## src/rtl/parity_arbiter.sv

```systemverilog
// parity_arbiter
//   Round-robin arbiter in front of one time-shared, bit-serial parity engine.
//   A requester's word is accepted in IDLE, its parity is accumulated one bit
//   per cycle in CALC, and {word, parity} is presented with the requester ID in
//   OUT until the downstream accepts it.
//
// Build option:
//   PARITY_ARB_ODD_EN  defined   -> odd parity (total ones in out_data is odd)
//                      undefined -> even parity (default)
//
// Ports:
//   clk        rising-edge clock
//   n_rst      asynchronous active-low reset
//   req_valid  [N_REQ]      per-requester word valid
//   req_data   [N_REQ*DW]   packed words, requester i at [i*DW +: DW]
//   req_ready  [N_REQ]      one-hot accept strobe (combinational from req_valid)
//   out_valid               out_data/out_id valid
//   out_ready               downstream accepts
//   out_data   [DW+1]       {word, parity}, parity in bit 0
//   out_id     [clog2(N_REQ)] requester that supplied the word
//   busy                    high whenever the FSM is not in IDLE
//   fsm_state  [2]          debug view of the FSM state (0 IDLE, 1 CALC, 2 OUT)
//
// Handshake: on both ports a transfer happens on the rising edge where valid
// and ready are both high. Requesters hold valid and data until their ready
// bit is seen; the output port holds out_data/out_id stable while out_valid
// is high and out_ready is low.

module parity_arbiter #(
  parameter int N_REQ = 4,
  parameter int DW    = 5
) (
  input  logic                       clk,
  input  logic                       n_rst,
  input  logic [N_REQ-1:0]           req_valid,
  input  logic [N_REQ*DW-1:0]        req_data,
  output logic [N_REQ-1:0]           req_ready,
  output logic                       out_valid,
  input  logic                       out_ready,
  output logic [DW:0]                out_data,
  output logic [$clog2(N_REQ)-1:0]   out_id,
  output logic                       busy,
  output logic [1:0]                 fsm_state
);

  localparam int IW = $clog2(N_REQ);
  localparam int CW = (DW > 1) ? $clog2(DW) : 1;

`ifdef PARITY_ARB_ODD_EN
  localparam logic PAR_FLIP = 1'b1;
`else
  localparam logic PAR_FLIP = 1'b0;
`endif

  typedef enum logic [1:0] {
    S_IDLE = 2'd0,
    S_CALC = 2'd1,
    S_OUT  = 2'd2
  } state_t;

  state_t          state;
  logic [IW-1:0]   last_grant;
  logic [IW-1:0]   id;
  logic [DW-1:0]   shift;
  logic [DW-1:0]   word;
  logic            acc;
  logic [CW-1:0]   cnt;

  logic [IW-1:0]   winner;
  logic            found;
  logic            any_valid;
  logic [DW-1:0]   sel_word;
  int              idx;

  assign any_valid = |req_valid;
  assign fsm_state = state;

  // Round-robin search: first asserted index above last_grant, wrapping.
  always_comb begin
    winner = '0;
    found  = 1'b0;
    idx    = 0;
    for (int k = 1; k <= N_REQ; k++) begin
      idx = int'(last_grant) + k;
      if (idx >= N_REQ) idx = idx - N_REQ;
      if (!found && req_valid[idx]) begin
        found  = 1'b1;
        winner = IW'(idx);
      end
    end
  end

  assign sel_word = req_data[int'(winner)*DW +: DW];

  // Accept strobe is only offered in IDLE; held low while reset is asserted
  // so every output reads zero during reset.
  always_comb begin
    req_ready = '0;
    if (n_rst && state == S_IDLE && any_valid) req_ready[winner] = 1'b1;
  end

  always_ff @(posedge clk or negedge n_rst) begin
    if (!n_rst) begin
      state      <= S_IDLE;
      last_grant <= IW'(N_REQ - 1);
      id         <= '0;
      shift      <= '0;
      word       <= '0;
      acc        <= 1'b0;
      cnt        <= '0;
      out_valid  <= 1'b0;
      out_data   <= '0;
      out_id     <= '0;
      busy       <= 1'b0;
    end else begin
      case (state)
        S_IDLE: begin
          if (any_valid) begin
            shift      <= sel_word;
            word       <= sel_word;
            last_grant <= winner;
            id         <= winner;
            acc        <= 1'b0;
            cnt        <= '0;
            busy       <= 1'b1;
            state      <= S_CALC;
          end
        end
        S_CALC: begin
          acc   <= acc ^ shift[0];
          shift <= shift >> 1;
          cnt   <= cnt + CW'(1);
          if (cnt == CW'(DW - 1)) begin
            // Last bit is folded in here rather than waiting another cycle.
            out_data  <= {word, acc ^ shift[0] ^ PAR_FLIP};
            out_id    <= id;
            out_valid <= 1'b1;
            state     <= S_OUT;
          end
        end
        S_OUT: begin
          if (out_ready) begin
            out_valid <= 1'b0;
            busy      <= 1'b0;
            state     <= S_IDLE;
          end
        end
        default: begin
          state <= S_IDLE;
          busy  <= 1'b0;
        end
      endcase
    end
  end

endmodule

```

## config.mk

```make
export PLATFORM = sky130hd
export DESIGN_NAME = parity_arbiter
export DESIGN_NICKNAME = d
export VERILOG_FILES = /design/src/rtl/parity_arbiter.sv
export SDC_FILE = /design/constraint.sdc
export NUM_CORES = 1
export LEC_CHECK = 0
export CAP_MARGIN = 5
export CORE_ASPECT_RATIO = 0.75
export CORE_UTILIZATION = 45
export DETAILED_ROUTE_END_ITERATION = 8
export PLACE_DENSITY = 0.76
export SLEW_MARGIN = 15
export SYNTH_ARGS = -nofsm -noshare
export SYNTH_HDL_FRONTEND = slang
export SYNTH_SLANG_ARGS = --single-unit
```

## constraint.sdc

```tcl
create_clock -name clk -period 2.98 [get_ports clk]
set_clock_uncertainty 0.1 [all_clocks]
set_input_delay 0.894 -clock clk [delete_from_list [all_inputs] [get_ports clk]]
set_output_delay 0.894 -clock clk [all_outputs]
set_load 0.05 [all_outputs]
```

# [After elaboration in Yosys (flattened, before gate mapping)]
# Index checks and enable logic that the tools add are counted.
[totals] regBits=30 latch_bits=0 ram_bits=0 rom_bits=0 in_bits=27 output_inout_bits=16 elab_cells=100 n_memories=0
[op_classes] addsub=9 mul=1 div=0 order_cmp=10 n_eq_ne=6 shifts=1 mux=41 bitwise_logic=2 reduce_logical=19
[ops] operator="32-bit by 4-bit < comparator with 1-bit output, second input constant" n=4
[ops] operator="32-bit 2-to-1 mux" n=4
[ops] operator="20-bit by 6-bit indexed part select with 5-bit output" n=1
[ops] operator="1-bit 2-to-1 mux" n=16
[ops] operator="2-bit 2-to-1 mux" n=7
[ops] operator="3-bit by 3-bit subtractor with 4-bit output, second input constant" n=3
[ops] operator="5-bit case mux with 2 select lines" n=1
[ops] operator="3-bit greater-or-equal comparator, second input constant" n=3
[ops] operator="3-bit AND reduction" n=3
[ops] operator="1-bit binary-select mux with 2-bit select" n=4
[ops] operator="2-bit by 2-bit adder with 3-bit output, second input constant" n=2
[ops] operator="1-bit logical AND" n=6
[ops] operator="2-bit inequality test, second input constant" n=3
[ops] operator="2-bit case mux with 3 select lines" n=1
[ops] operator="3-bit case mux with 2 select lines" n=1
[ops] operator="2-bit AND reduction" n=3
[ops] operator="2-bit by 3-bit multiplier with 5-bit output, second input constant" n=1
[ops] operator="5-bit 2-to-1 mux" n=1
[ops] operator="4-bit by 3-bit subtractor with 5-bit output, second input constant" n=1
[ops] operator="2-bit by 3-bit adder with 4-bit output, second input constant" n=1
[ops] operator="4-bit by 3-bit greater-or-equal comparator with 1-bit output, second input constant" n=1
[ops] operator="4-bit 2-to-1 mux" n=1
[ops] operator="1-bit case mux with 2 select lines" n=2
[ops] operator="2-bit nonzero test" n=2
[ops] operator="15 further kinds" n=17

# [Logic depth before layout (Yosys ltp)]
[logic_depth] ltp_word=21 ltp_mapped=6 ltp_nobuf=5

# [Least setup slack after synthesis]
# No wires, ideal clock.
[synth_timing] path_kind="in2out" startpoint="in req_valid[3]" endpoint="out req_ready[0]" arrival_ns=2.345 required_time_ns=1.986 setup_slack_ns=-0.359 cell_stages=6 n_path_buf=1 path_cell_list="and2b_4 o21a_4 nor3_4 buf_6 inv_1 nor2_1"
[synth_via] elab_chain_cells=18 elab_cells_between_ends=33 classes_between="order compare: 2; mux: 22; reduce/logical: 9"
[synth_rtl] item="from (decl)" line_no="35" text="input logic [N_REQ-1:0] req_valid,"
[synth_rtl] item="1-bit binary-select mux with 2-bit select" line_no="86" text="if (!found && req_valid[idx]) begin"
[synth_rtl] item="1-bit 2-to-1 mux (not written as such) (2 in series)" line_no="86"
[synth_rtl] item="1-bit 2-to-1 mux" line_no="86"
[synth_rtl] item="1-bit logical NOT" line_no="86"
[synth_rtl] item="1-bit logical AND" line_no="86"
[synth_rtl] item="1-bit 2-to-1 mux" line_no="86"
[synth_rtl] item="1-bit logical NOT" line_no="86"
[synth_rtl] item="1-bit logical AND" line_no="86"
[synth_rtl] item="1-bit 2-to-1 mux" line_no="86"
[synth_rtl] item="1-bit logical NOT" line_no="86"
[synth_rtl] item="1-bit logical AND" line_no="86"
[synth_rtl] item="2-bit 2-to-1 mux" line_no="86"
[synth_rtl] item="2-bit by 3-bit < comparator with 1-bit output (not written as such) or 2-bit by 1-bit greater-or-equal comparator with 1-bit output (tied branches)" line_no="99" text="if (n_rst && state == S_IDLE && any_valid) req_ready[winner] = 1'b1;"
[synth_rtl] item="1-bit logical AND (not written as such)" line_no="99"
[synth_rtl] item="1-bit 2-to-1 mux (not written as such)" line_no="99"
[synth_rtl] item="1-bit demux with 2-bit select" line_no="99"
[synth_rtl] item="4-bit 2-to-1 mux (*)" line_no="99"
[synth_rtl] item="to (decl)" line_no="37" text="output logic [N_REQ-1:0] req_ready,"
# Every way passes the cells marked *; elsewhere a longest branch is shown, timed or not. The select of a mux whose other input is x is not followed.

# [Worst setup path in the final report]
[layout_timing] startpoint="in req_valid[3]" endpoint="out req_ready[1]"
# The elaborated chain is that of the path after synthesis.

==> flow_summary_export.csv <==
group,metric,value,unit
layout,drive_above_1_share,29.4,%
synthesis,synth_async_sr_flop_share,100,%
layout,area_growth,52.7,%
global_routing,grt.total_usage,25.2,%
layout,final_area,0.00241,mm²
synthesis,synth_cell_types,35,
worst_setup_path,endpoint_kind,"output pin",
worst_setup_path,crit_required,1.99,ns
clock_network,cts_tree,"yes",
drt,drtPass1Iterations,4,
die,coreArea,0.00331,mm²
layout,final_util,72.9,%
power,leakage,1.07,nW
timing,fmax,0.335,GHz
hold_path,hp-class,"flop to flop",
placement,portBuffers,42,
placement,gp_congestion,0.816,
global_routing,overflow,0,
die,die_x,70.4,µm
worst_setup_path,cp_slowest_cell,"or2_4",
timing,min_period,2.98,ns
timing,maxSlewHeadroom,64.0,%
synthesis,synth_compound_area_share,20.6,%
die,rows,18,
drt,drt-initial-drc-count,104,
placement,preCtsSetupSlack,-0.413,ns
worst_setup_path,max_stage_delay,0.23,ns
drt,ant_nets,0,
job,maxCapViolCount,0,
synthesis,synth_top_family_by_area,"compound AO/OA/AOI/OAI gates",
synthesis,synth_edf_count,0,
worst_setup_path,worstPathCellList,"buf_8 -> and2b_4 -> or2_4 -> o211ai_1 -> nand3_4 -> nor2_4 -> buf_12",
drt,routed_wl,4.41,mm
synthesis,yosys.area.top_type,"dfrtp_1",
drt,drc,0,
global_routing,first_global_vias,1417,
power,ir_worst_vdd,651,µV
die,pin_count,43,
global_routing,grt_pass1_wl,6.80,mm
placement,place_area,0.00220,mm²
die,dieArea,0.00376,mm²
die,die_y,53.3,µm
timing,report.final.hold_viol_count,0,
synthesis,syn_inst,155,
clock_network,ctsHoldBuffers,0,
worst_setup_path,crit_fanout,4,
die,start_util,47.7,%
synthesis,ys_seq_area_share,47.7,%
synthesis,yosys_warnings,0,
synthesis,synthSimpleGateAreaFrac,17.0,%
synthesis,synth_top_area_share,44.3,%
clock_network,clkSlewWorstSetupHoldPaths,0.06,ns
clock_network,clock_latency,0.29,ns
outcome,outcome,"finished, violations left",
outcome,failed_checks,"negative setup slack",
layout,nets,249,
layout,nFillCells,220,
placement,hpwl,3.21,mm
global_routing,grt_max_degree,31,
drt,wl_per_cell,16.9,µm
synthesis,synth_area_leaders,"dfrtp_1, nand2_1, mux2_2",
clock_network,cts_buffers,5,
drt,vias,1476,
timing,rsz0062_at_grt,"true",
clock_network,cts_buffer_depth,2,
timing,setup_violations,1,
timing,fin_crit_sh,100,%
drt,vias_per_cell,5.66,
synthesis,ys_ff_latch,30,
synthesis,syn-num-nets,184,
worst_setup_path,cp_data_arrival_time,1.99,ns
layout,insertedDiodeCount,0,
synthesis,synth_common_cells,"dfrtp_1, nand2_1, nor2_1",
timing,slew_violations,0,
timing,worst_slack,-0.00249,ns
timing,setup_tns,-0.00249,ns
synthesis,synth_mux_area_share,8.79,%
synthesis,synthFlopType,"dfrtp_1",
global_routing,antenna_found_initial,0,
synthesis,synthXorXnorAreaFrac,1.11,%
worst_setup_path,cp-start-kind,"input pin",
synthesis,avgSynthCellArea,10.2,µm²
synthesis,post-synth-top-count-cell,"dfrtp_1",
clock_network,htreeDepth,2,
timing,worst_slew_pin_slew,0.534,ns
clock_network,cts_sinks,30,
synthesis,synth_fa_ha_area_share,1.58,%
clock_network,cts_root_buf,"clkbuf_8",
synthesis,netlist_area,0.00158,mm²
worst_setup_path,crit_type,"input pin to output pin",
power,cellPowerDensity,1000,mW/mm²
==> placed cells by master, fill, tap and decap left out, types with 3 or more instances in the layout <==
cell type / instances
and3_1: 4
nor2_1: 7
buf_4: 21
nor2_4: 4
nand4_1: 4
o31ai_1: 5
a21oi_1: 6
buf_12: 4
clkbuf_8: 6
o211ai_1: 9
nand2_1: 23
a211o_1: 4
inv_1: 3
clkdlybuf4s50_1: 34
mux2i_1: 6
o21ai_0: 10
dfrtp_1: 28
mux2_2: 7
==> cells by family after synthesis <==
logic type,Yosys count
xor+xnor,2
compound gates,43
fa+ha+maj,2
mux,13
simple gates,55
buf+inv,10
flops,30
==> power breakdown <==
group | switching [mW] | total, mW | internal, mW
Clock | 0.152 | 0.338 | 0.186
Sequential | 0.134 | 0.744 | 0.610
Combinational | 0.771 | 1.34 | 0.573
Total | 1.06 | 2.43 | 1.37
==> sequential cells by signal, summed over array words and instances, names as in the netlist <==
name and flops:
cnt 3, fsm_state 2, last_grant 2, out_valid 1
word 5, busy 1, acc 1, out_data 6
id 2, shift 5, out_id 2
==> area by class of cell <==
type	count	area [µm²]	share of cell area (%)
multi-input combinational	115	868	36.0
sequential	30	753	31.2
timing repair buffer	64	636	26.3
clock buffer	7	86.3	3.58
tap	40	50.0	2.07
inverter	4	15.0	0.622
clock inverter	1	5.00	0.207
==> worst paths after layout <==
check                                endpoint  slack (ns)  depth (start not counted)          start
worst max-delay path             req_ready[1]      -0.002                          7   req_valid[3]
worst min-delay path                    id[1]        0.38                          2          id[1]
worst max register to register       shift[4]        0.75                          7  last_grant[0]
worst min register to register          id[1]        0.38                          2          id[1]
max in group asynchronous       last_grant[1]        1.34                          2          n_rst
min in group asynchronous              cnt[1]        1.12                          2          n_rst
==> per-stage QoR <==
step	hold slack (ns)	total power, mW	std cells
2_1_floorplan	0.342	1.56	155
3_3_place_gp	0.362	1.95	249
3_5_place_dp	0.364	2.00	249
4_1_cts	0.378	2.40	260
5_1_grt	0.402	2.57	261
6_report	0.377	2.43	261
==> layer usage <==
layer	vias to the layer above	track usage (%)	wire length [µm]	part of all wire (%)
li1	689	-	-	-
met1	722	29.8	1870	42
met2	53	41.6	2170	49
met3	12	6.67	230	5.2
met4	0	16.0	138	3.1
met5	-	0	0	0
==> critical path, delay by kind of cell <==
family,cells,cell delay (ns)
simple gates,4,0.69
compound gates,1,0.16
buf+inv,2,0.24
==> what timing repair did <==
item	4_1_cts	5_1_grt
pin swaps	9	7
endpoints found under the setup margin	4	4
gates cloned	0	0
buffers inserted	3	1
resized for setup	33	10
Note: power is estimated with default switching activity, not from simulation.
